## src/rtl/skinny_round_ctrl.sv

```systemverilog
// Round sequencer for the byte-serial Skinny-128-384+ core: per round, 16 byte-shift cycles
// then MXC_CYCLES MixColumns cycles, with round constants and a one-cycle done pulse.
module skinny_round_ctrl #(
  parameter int unsigned ROUNDS     = 40,
  parameter int unsigned MXC_CYCLES = 4
) (
  input  logic       clk,
  input  logic       rst,
  input  logic       start_valid,
  output logic       start_ready,
  input  logic       stall,
  output logic       sen,
  output logic       tkse,
  output logic       tkksch,
  output logic       smxc,
  output logic [7:0] con,
  output logic [3:0] byte_idx,
  output logic [5:0] round,
  output logic       last_round,
  output logic       busy,
  output logic       done
);

  localparam logic [5:0] LastRound = 6'(ROUNDS - 1);
  localparam logic [3:0] LastMxc   = 4'(MXC_CYCLES - 1);

  typedef enum logic [1:0] {StIdle, StSb, StMc, StDone} state_e;

  state_e     state;
  logic [3:0] mxc_cnt;
  logic [5:0] rc;
  logic [5:0] rc_next;
  logic       run_sb;
  logic       run_mc;

  assign rc_next = {rc[4:0], rc[5] ^ rc[4] ^ 1'b1};

  always_ff @(posedge clk or negedge rst) begin
    if (!rst) begin
      state    <= StIdle;
      byte_idx <= 4'd0;
      mxc_cnt  <= 4'd0;
      round    <= 6'd0;
      rc       <= 6'h01;
    end else begin
      unique case (state)
        StIdle: begin
          if (start_valid) begin
            state    <= StSb;
            byte_idx <= 4'd0;
            mxc_cnt  <= 4'd0;
            round    <= 6'd0;
            rc       <= 6'h01;
          end
        end
        StSb: begin
          if (!stall) begin
            byte_idx <= byte_idx + 4'd1;
            if (byte_idx == 4'hf) begin
              state   <= StMc;
              mxc_cnt <= 4'd0;
            end
          end
        end
        StMc: begin
          if (!stall) begin
            mxc_cnt <= mxc_cnt + 4'd1;
            if (mxc_cnt == LastMxc) begin
              mxc_cnt <= 4'd0;
              if (round == LastRound) begin
                state <= StDone;
              end else begin
                round <= round + 6'd1;
                rc    <= rc_next;
                state <= StSb;
              end
            end
          end
        end
        StDone: begin
          // Clear the counters on the way out so every IDLE output reads zero.
          state    <= StIdle;
          byte_idx <= 4'd0;
          mxc_cnt  <= 4'd0;
          round    <= 6'd0;
          rc       <= 6'h01;
        end
        default: state <= StIdle;
      endcase
    end
  end

  assign run_sb      = (state == StSb) && !stall;
  assign run_mc      = (state == StMc) && !stall;
  assign start_ready = (state == StIdle);
  assign busy        = (state == StSb) || (state == StMc);
  assign done        = (state == StDone);
  assign sen         = run_sb;
  assign tkse        = run_sb;
  assign tkksch      = run_sb && (byte_idx == 4'hf);
  assign smxc        = run_mc;
  assign last_round  = busy && (round == LastRound);

  always_comb begin
    con = 8'h00;
    if (run_sb) begin
      case (byte_idx)
        4'd0:    con = {4'h0, rc[3:0]};
        4'd4:    con = {6'h00, rc[5:4]};
        4'd8:    con = 8'h02;
        default: con = 8'h00;
      endcase
    end
  end

endmodule

```

## config.mk

```make
export PLATFORM = sky130hd
export DESIGN_NAME = skinny_round_ctrl
export DESIGN_NICKNAME = d
export VERILOG_FILES = /design/src/rtl/skinny_round_ctrl.sv
export SDC_FILE = /design/constraint.sdc
export NUM_CORES = 1
export LEC_CHECK = 0
export ABC_AREA = 1
export ABC_CLOCK_PERIOD_IN_PS = 1800
export CORE_UTILIZATION = 31
export DETAILED_ROUTE_END_ITERATION = 12
export GPL_ROUTABILITY_DRIVEN = 0
export PLACE_DENSITY_LB_ADDON = 0.1
export SYNTH_ARGS = -nofsm -noshare
export SYNTH_HDL_FRONTEND = slang
export SYNTH_SLANG_ARGS = --single-unit
```

## constraint.sdc

```tcl
create_clock -name clk -period 1.8 [get_ports clk]
set_input_delay 0.54 -clock clk [delete_from_list [all_inputs] [get_ports clk]]
set_output_delay 0.54 -clock clk [all_outputs]
set_load 0.02 [all_outputs]
```

==> qor.csv, run 1 <==
stage;metric;value;unit
outcome;status;finished with violations;
outcome;violations;negative setup slack;
critical_path;end_kind;output port;
clocking;clk_pin_slew;0.08;ns
critical_path;required;1.26;ns
timing;setup_ws;-0.2188;ns
clocking;holdBufCountCts;0;
global_route;grt_overflow;0;
timing;finalHoldViolCount;0;
synth;ys_warn_count;0;
critical_path;start_kind;register;
routing;drtAntennaViolNets;0;
routing;via_count;1420;
synth;yosysUniqueCellTypes;23;
synth;yosysTopAreaCell;dfrtp_1;
layout;num-nets-final;264;
critical_path;crit_arrival;1.48;ns
routing;drt_iter0_drc;48;
layout;fillers;421;
layout;fin_area;2255;µm²
critical_path;max_stage_delay;0.40;ns
placed_design;port_buffers;25;
timing;setup_viol;9;
critical_path;crit_chain;inv_2, ha_4, inv_2, nor2_4, inv_4, a21oi_4, buf_6;
clocking;clock-sinks;22;
die;pin_count;30;
synth;synth_seq_cells;22;
clocking;cts_max_level;1;
critical_path;critPathMaxFanout;5;
clocking;cts_tree;yes;
critical_path;critical_path_class;reg -> out;
die;start_util;32.79;%
synth;syn_area_per_cell;7.825;µm²
die;rows;24;
flow_run;drv_cap;0;
routing;route.detailed.wl_per_inst;12.16;µm
routing;drt_drc_violations_left;0;
global_route;grt_pass1_vias;1370;
timing;drv_slew;0;
die;fp.coreArea;4414;µm²
power_and_ir_drop;finalPower;0.003376;W
hold_path;hp-class;reg -> reg;
critical_path;crit_family;flip-flops;
power_and_ir_drop;p_leak;1.095;nW
placed_design;hpwl;2.613;mm
timing;fin_skew;0.003090;ns
power_and_ir_drop;vdd_drop_max;0.9261;mV
placed_design;placed_cell_area;2034;µm²
synth;synthArstFlopShare;100.0;%
critical_path;worst_path_most_repeated_cell;inv_2;
synth;yosysTopAreaCellShare;36.30;%
die;die_w;70.34;µm
die;die-area;4947;µm²
routing;vias_per_cell;4.702;
layout;regArea;555.5;µm²
global_route;track_usage;15.36;%
synth;ys_seq_area_share;38.12;%
clocking;clock_latency;0.26;ns
routing;dr.pass1.iters;5;
synth;ys.flop_type;dfrtp_1;
synth;synth_common_cells;nand2_1 (50), dfrtp_1 (21), nor2_1 (17), inv_1 (16), nand3_1 (13);
clocking;cts_buffer_depth;2;
power_and_ir_drop;powerDensity;1497;nW/µm²
layout;insertedDiodeCount;0;
global_route;antenna_found_initial;0;
clocking;root_buffer;clkbuf_8;
timing;period_minus_slack;2.019;ns
global_route;grt_pass1_wl;6.106;mm
timing;max_clock_freq;495.3;MHz
synth;synth_most_common_cell;nand2_1;
critical_path;path_buf_inv;4;
layout;area_growth;55.75;%
synth;syn_inst;185;
synth;synth_area_leaders;dfrtp_1 (36%), nand2_1 (13%), ha_1 (7.8%), o21ai_2 (6.1%), nand3_1 (4.5%);
timing;rsz0062_at_grt;true;
layout;utilization;51.08;%
synth;netlist_area;1448;µm²
critical_path;critPathSlowestCell;dfrtp_1;
synth;synth_edf_count;0;
global_route;grt_max_degree;25;
routing;finalWirelength;3.671;mm
layout;drive_gt1_share;45.20;%
layout;multiInputGateArea;908.4;µm²
die;fp.dieH;70.34;µm
timing;timing.final.crit_share;112.2;%
clocking;cts_inserted_buffers;3;
-- layout by cell type, fill, tap and decap left out, drive strengths merged --
master | synthesis | routed
inv | 16 | 16
or2 | 4 | 4
o21ai | 21 | 21
dlygate4sd2 | 0 | 9
ha | 9 | 9
nand2 | 52 | 52
clkbuf | 1 | 5
dfrtp | 21 | 21
conb | 1 | 4
nor2 | 19 | 19
clkdlybuf4s15 | 0 | 1
dfstp | 1 | 1
xnor2 | 1 | 1
buf | 9 | 55
nand4 | 7 | 7
xor2 | 2 | 2
a21oi | 6 | 6
clkdlybuf4s50 | 0 | 2
nand3 | 15 | 15
-- final timing paths --
check | startpoint | to | slack [ns] | cells past startpoint
worst max register to register | state[1] | round[4] | 0.06 | 11
worst max-delay path | state[1] | con[0] | -0.22 | 7
worst min register to register | mxc_cnt[3] | mxc_cnt[3] | 0.53 | 2
worst min-delay path | mxc_cnt[3] | mxc_cnt[3] | 0.53 | 2
max in group asynchronous | rst | rc[0] | 0.88 | 2
min in group asynchronous | rst | round[3] | 0.63 | 2
-- what timing repair did --
action / 4_1_cts / 5_1_grt
pin swaps: 9 / 3
hold endpoints to repair: 0 / 0
resized for setup: 103 / 13
gates cloned: 0 / 1
endpoints found under the setup margin: 22 / 13
setup buffers: 3 / 3
-- kinds of logic (layout without fill, tap and decap cells) --
family	Yosys count	after routing	synth area share, %
xor+xnor	3	3	1.815
other cells	1	4	0.2590
compound gates	27	27	11.93
flops	22	22	38.12
fa+ha+maj	9	9	7.779
simple gates	97	97	30.25
buf+inv	26	88	9.853
-- power by group --
part           internal [W]  switching, W
clock              0.000195      0.000166
sequential         0.000611     0.0000929
combinational       0.00108       0.00124
total               0.00188       0.00149
-- worst register-to-register path, cell delays in order, from the launching register on --
cell and delay (ns):
dfrtp_1 0.37, inv_2 0.06, buf_6 0.11, buf_6 0.11, ha_4 0.28, inv_4 0.04
buf_4 0.12, nor2_1 0.11, nor2_2 0.06, nand3_4 0.10, clkbuf_16 0.18, o21ai_1 0.09
-- state kept, by name (all words and copies together) (netlist names) --
signal / count
byte_idx: 4
mxc_cnt: 4
rc: 6
round: 6
state: 2
-- cell type report --
cell class | instances | area share (%)
inverter | 16 | 3.108
tap | 52 | 2.886
clock buffer | 4 | 2.442
timing repair buffer | 68 | 26.64
multi-input combinational | 140 | 40.29
sequential | 22 | 24.64
-- stage by stage --
step	hold WS (ns)	std cells	worst slack, ns	TNS [ns]
finish	0.5350	302	-0.2188	-1.405
global route	0.5652	302	-0.2777	-2.055
CTS	0.5405	298	-0.2106	-1.298
detailed placement	0.5162	291	-0.8070	-9.106
global placement	0.5006	291	-0.7606	-8.658
floorplan	0.2444	188	0.01473	0
-- metal layers --
metal  wire length, µm  vias up  GRT usage [%]
met3               103        6          2.020
met1              1662      663          19.27
li1                  -      724              -
met4                57        0          6.000
met5                 0        -              0
met2              1848       27          26.46
(Power assumes the default switching activity.)
==> run 2, diff against run 1 <==
ABC_CLOCK_PERIOD_IN_PS = 1810   (was 1800)
clock period = 1.81 ns   (was 1.8 ns; I/O delays follow)
==> qor.csv, run 2 (synthesis gave the netlist of run 1 again) <==
stage;metric;value;unit;change
outcome;status;finished with violations;;
outcome;violations;negative setup slack;;
global_route;grt_pass1_wl;6.230;mm;+2.0%
die;pin_count;30;;unchanged
timing;drv_slew;0;;unchanged
critical_path;crit_arrival;1.45;ns;-0.03 ns
critical_path;critPathSlowestCell;dfrtp_2;;
power_and_ir_drop;vdd_drop_max;1.234;mV;+33%
clocking;clk_pin_slew;0.08;ns;about the same
routing;dr.pass1.iters;4;;-1
clocking;clock-sinks;22;;unchanged
critical_path;end_kind;output port;;
die;rows;24;;unchanged
layout;fin_area;2252;µm²;-0.11%
critical_path;critical_path_class;reg -> out;;
die;fp.coreArea;4414;µm²;unchanged
die;start_util;32.79;%;unchanged
timing;setup_viol;9;;unchanged
layout;top_regs;rc: 6 flops, round: 6 flops;;
critical_path;reg2regPathDepth;9;;-2
clocking;clock_latency;0.27;ns;about the same
hold_path;min_to;mxc_cnt[1];;
critical_path;crit_chain;inv_2, ha_4, buf_6, nand4_1, a21oi_4, buf_6;;
critical_path;worstSetupPathDepth;6;;-1
hold_path;hp-class;reg -> reg;;
routing;drt_iter0_drc;61;;+27%
timing;period_minus_slack;1.989;ns;
critical_path;path_buf_inv;3;;-1
global_route;grt_overflow;0;;unchanged
layout;drive_gt1_share;43.20;%;-2.0 points
layout;mostFrequentLayoutCell;nand2_1;;
placed_design;port_buffers;25;;unchanged
critical_path;r2r_slack;0.15;ns;+0.09 ns
power_and_ir_drop;powerDensity;1456;nW/µm²;-2.8%
routing;route.detailed.wl_per_inst;12.08;µm;-0.60%
timing;hold_slack;0.5243;ns;-0.01062 ns
global_route;antenna_found_initial;0;;unchanged
layout;utilization;51.02;%;-0.057 points
layout;area_growth;55.57;%;
flow_run;drv_cap;0;;unchanged
critical_path;max_stage_delay;0.41;ns;about the same
timing;timing.final.crit_share;109.9;%;
critical_path;worst_path_most_repeated_cell;buf_6;;
routing;finalWirelength;3.649;mm;-0.60%
timing;setup_ws;-0.1786;ns;+0.04018 ns
clocking;cts_tree;yes;;
placed_design;hpwl;2.667;mm;+2.1%
global_route;track_usage;15.63;%;+0.27 points
routing;vias_per_cell;4.666;;-0.77%
layout;num-nets-final;264;;unchanged
critical_path;worstReg2RegStart;state[0];;
critical_path;required;1.27;ns;about the same
routing;drtAntennaViolNets;0;;unchanged
clocking;cts_max_level;1;;unchanged
layout;insertedDiodeCount;0;;unchanged
routing;drt_drc_violations_left;0;;unchanged
power_and_ir_drop;p_leak;1.117;nW;+2.0%
critical_path;reg2reg_to;rc[5];;
die;die_w;70.34;µm;unchanged
critical_path;start_kind;register;;
critical_path;crit_family;flip-flops;;
hold_path;hold_start;mxc_cnt[1];;
critical_path;startpoint;byte_idx[0];;
timing;max_clock_freq;502.9;MHz;
clocking;cts_buffer_depth;2;;unchanged
clocking;cts_inserted_buffers;3;;unchanged
hold_path;worstHoldPathCells;2;;unchanged
timing;fin_skew;0.003362;ns;+0.0002721 ns
timing;rsz0062_at_grt;true;;
layout;fillers;410;;-2.6%
placed_design;placed_cell_area;2041;µm²;+0.31%
global_route;grt_pass1_vias;1379;;+0.66%
die;fp.dieH;70.34;µm;unchanged
critical_path;critPathMaxFanout;2;;-3
die;die-area;4947;µm²;unchanged
layout;final_cell_mix;nand2_1 (48), buf_4 (38), dfrtp_1 (20), buf_6 (14), nand3_1 (12);;
timing;finalHoldViolCount;0;;unchanged
routing;via_count;1409;;-0.77%
global_route;grt_max_degree;25;;unchanged
clocking;root_buffer;clkbuf_8;;
run 2: cell count changes in the layout (fill, tap and decap cells not counted), sizes merged:
cell	before	now
dlygate4sd2	9	11
bufinv	0	1
clkbuf	5	3
clkdlybuf4s15	1	0
run 2: tightest hold or removal path, delay by kind of cell (launching register included):
family,cells,cell delay [ns]
DFF,1,0.37
AOI/OAI and AO/OA,1,0.06
and+or+nand+nor,1,0.05
run 2: power by group:
part | internal, W | leakage [nW] | total, W | switching [W]
sequential | 0.000604 | 0.295 | 0.000701 | 0.0000964
combinational | 0.000952 | 0.786 | 0.00211 | 0.00116
clock | 0.000296 | 0.0357 | 0.000470 | 0.000174
run 2: layout make-up:
| class | instances | area (µm²) | area share (%) |
|---|---|---|---|
| clock inverters | 1 | 30.03 | 1.333 |
| inverters | 16 | 62.56 | 2.778 |
| flip-flops and latches | 22 | 553.0 | 24.56 |
| well taps | 52 | 65.06 | 2.889 |
| repair buffers | 68 | 589.3 | 26.17 |
| clock buffers | 3 | 41.29 | 1.833 |
| multi-input cells | 140 | 910.9 | 40.44 |
run 2: metal layers:
metal / track usage [%] / wire length, µm
met1: 20.61 / 1642
met4: 2.000 / 34
met5: 0 / 0
met3: 3.463 / 124
met2: 26.67 / 1847
run 2: worst max-delay path by stage:
stage	endpoint	slack, ns
final	con[0]	-0.18
after global routing	con[0]	-0.24
after CTS	con[0]	-0.18
after detailed placement	con[0]	-0.79
after global placement	con[1]	-0.74
after floorplan	con[1]	0.006
run 2: what timing repair did:
item | 4_1_cts | 5_1_grt
endpoints found under the setup margin | 22 | 11
resized for setup | 88 | 21
pin swaps | 9 | 8
hold buffers | 0 | 0
setup buffers | 3 | 3
run 2: stage by stage:
step	TNS (ns)	setup WS, ns	std cells	total power, W
2_1_floorplan	0	0.005542	188	0.001896
3_3_place_gp	-8.333	-0.7384	292	0.002555
3_5_place_dp	-8.644	-0.7890	292	0.002584
4_1_cts	-1.137	-0.1845	299	0.003170
5_1_grt	-1.669	-0.2394	302	0.003559
6_report	-0.9996	-0.1786	302	0.003279
==> run 3, diff against run 2 <==
CORE_ASPECT_RATIO = 1.2   (was unset)
CORE_MARGIN = 2   (was unset)
==> qor.csv, run 3 (synthesis gave the netlist of run 1 again) <==
stage;metric;value;unit;change
die;fp.dieH;78.86;µm;+12%
power_and_ir_drop;finalPower;0.003104;W;-5.3%
layout;drive_gt1_share;43.60;%;+0.40 points
placed_design;port_buffers;25;;unchanged
global_route;grt_overflow;0;;unchanged
layout;final_cell_mix;nand2_1 (48), buf_4 (43), dfrtp_1 (20), o21ai_2 (11), nand3_1 (11);;
critical_path;critPathSlowestCell;dfrtp_2;;
placed_design;pre_cts_ws;-0.7888;ns;+0.0001860 ns
power_and_ir_drop;powerDensity;1404;nW/µm²;-3.6%
layout;insertedDiodeCount;0;;unchanged
timing;timing.final.crit_share;109.0;%;-0.90 points
clocking;clk_pin_slew;0.09;ns;about the same
placed_design;place_inst;300;;+2.7%
layout;mostFrequentLayoutCell;nand2_1;;
critical_path;crit_arrival;1.43;ns;-0.02 ns
timing;max_clock_freq;507.0;MHz;+0.82%
timing;setup_viol;9;;unchanged
critical_path;worst_path_most_repeated_cell;buf_6;;
routing;drt_drc_violations_left;0;;unchanged
critical_path;end_kind;output port;;
timing;fin_skew;0.004231;ns;+0.0008692 ns
outcome;status;finished with violations;;
timing;drv_slew;0;;unchanged
die;die-area;5234;µm²;+5.8%
clocking;cts_max_level;1;;unchanged
hold_path;hp-class;reg -> reg;;
critical_path;critPathMaxFanout;2;;unchanged
outcome;violations;negative setup slack;;
power_and_ir_drop;p_leak;1.088;nW;-2.5%
critical_path;start_kind;register;;
global_route;track_usage;14.95;%;-0.68 points
routing;drt_iter0_drc;52;;-15%
global_route;antenna_found_initial;0;;unchanged
routing;finalWirelength;3.526;mm;-3.4%
timing;setup_ws;-0.1624;ns;+0.01625 ns
timing;hold_slack;0.5312;ns;+0.006879 ns
timing;rsz0062_at_grt;true;;
routing;vias_per_cell;4.516;;-3.2%
clocking;cts_buffer_depth;2;;unchanged
timing;period_minus_slack;1.972;ns;-0.01625 ns
clocking;cts_tree;yes;;
critical_path;critical_path_class;reg -> out;;
global_route;grt_pass1_vias;1392;;+0.94%
routing;drtAntennaViolNets;0;;unchanged
layout;top_regs;rc: 6 flops, round: 6 flops;;
power_and_ir_drop;vdd_drop_max;0.9430;mV;-24%
flow_run;drv_cap;0;;unchanged
critical_path;max_stage_delay;0.42;ns;about the same
layout;area_growth;52.72;%;
clocking;clock_latency;0.27;ns;about the same
die;start_util;31.98;%;-0.82 points
global_route;grt_pass1_wl;6.168;mm;-1.0%
timing;finalHoldViolCount;0;;unchanged
routing;via_count;1391;;-1.3%
layout;num-nets-final;264;;unchanged
clocking;root_buffer;clkbuf_8;;
clocking;clock-sinks;22;;unchanged
routing;route.detailed.wl_per_inst;11.45;µm;-5.3%
placed_design;hpwl;2.709;mm;+1.6%
timing;fin_setup_tns;-1.102;ns;-0.1022 ns
layout;final-instance-count-excl-fill;308;;+2.0%
clocking;cts_inserted_buffers;3;;unchanged
global_route;grt_max_degree;25;;unchanged
die;fp.coreArea;4527;µm²;+2.6%
die;pin_count;30;;unchanged
routing;dr.pass1.iters;4;;unchanged
critical_path;crit_chain;inv_2, ha_4, buf_6, nand4_1, a21oi_4, buf_6;;
die;die_w;66.38;µm;-5.6%
die;rows;27;;+13%
critical_path;required;1.27;ns;about the same
## run 3: cell count changes in the layout (fill, tap and decap cells not counted), sizes merged
cell | before | now
buf | 55 | 56
bufinv | 1 | 0
clkbuf | 3 | 4
dlygate4sd2 | 11 | 10
## run 3: area by class of cell
cell class,instances,area (µm²)
fill,475,2316
timing repair buffer,68,566.8
tap,58,72.57
sequential,22,553.0
inverter,16,62.56
clock buffer,4,55.05
multi-input combinational,140,900.9
## run 3: path summary, 6_finish.rpt
| check | startpoint | cells after the start | slack [ns] | to |
|---|---|---|---|---|
| hold reg to reg | rc[2] | 2 | 0.53 | rc[2] |
| min in group asynchronous | rst | 2 | 0.63 | round[2] |
| hold / removal | rc[2] | 2 | 0.53 | rc[2] |
| setup / recovery | byte_idx[0] | 6 | -0.16 | con[1] |
| max in group asynchronous | rst | 2 | 0.89 | rc[0] |
| setup reg to reg | state[1] | 10 | 0.12 | rc[4] |
## run 3: layer usage
metal | GRT usage, % | share of wire (%)
met1 | 18.91 | 44
met2 | 25.80 | 51
met3 | 2.550 | 3.1
met4 | 4.286 | 1.2
met5 | 0 | 0
## run 3: worst max-delay path, delay by kind of cell, from the launching register on
family          cells  cell delay, ns
fa+ha+maj           1            0.14
buf+inv             3            0.29
simple gates        1            0.14
flops               1            0.42
compound gates      1            0.18
## run 3: power breakdown
part / switching [W] / internal, W / leakage [nW]
combinational: 0.00115 / 0.000901 / 0.764
clock: 0.000173 / 0.000194 / 0.0288
sequential: 0.0000817 / 0.000604 / 0.295
total: 0.00140 / 0.00170 / 1.09
## run 3: stage by stage
stage,util (%),area [µm²]
after floorplan,-,1518
after global placement,45.58,2063
after detailed placement,45.58,2063
after CTS,48.42,2192
after global routing,48.84,2211
final,48.84,2211
## run 3: timing repair
item	4_1_cts	5_1_grt
buffers inserted	3	1
pin swaps	11	7
setup endpoints to repair	22	12
hold buffers	0	0
gates resized for setup	99	6
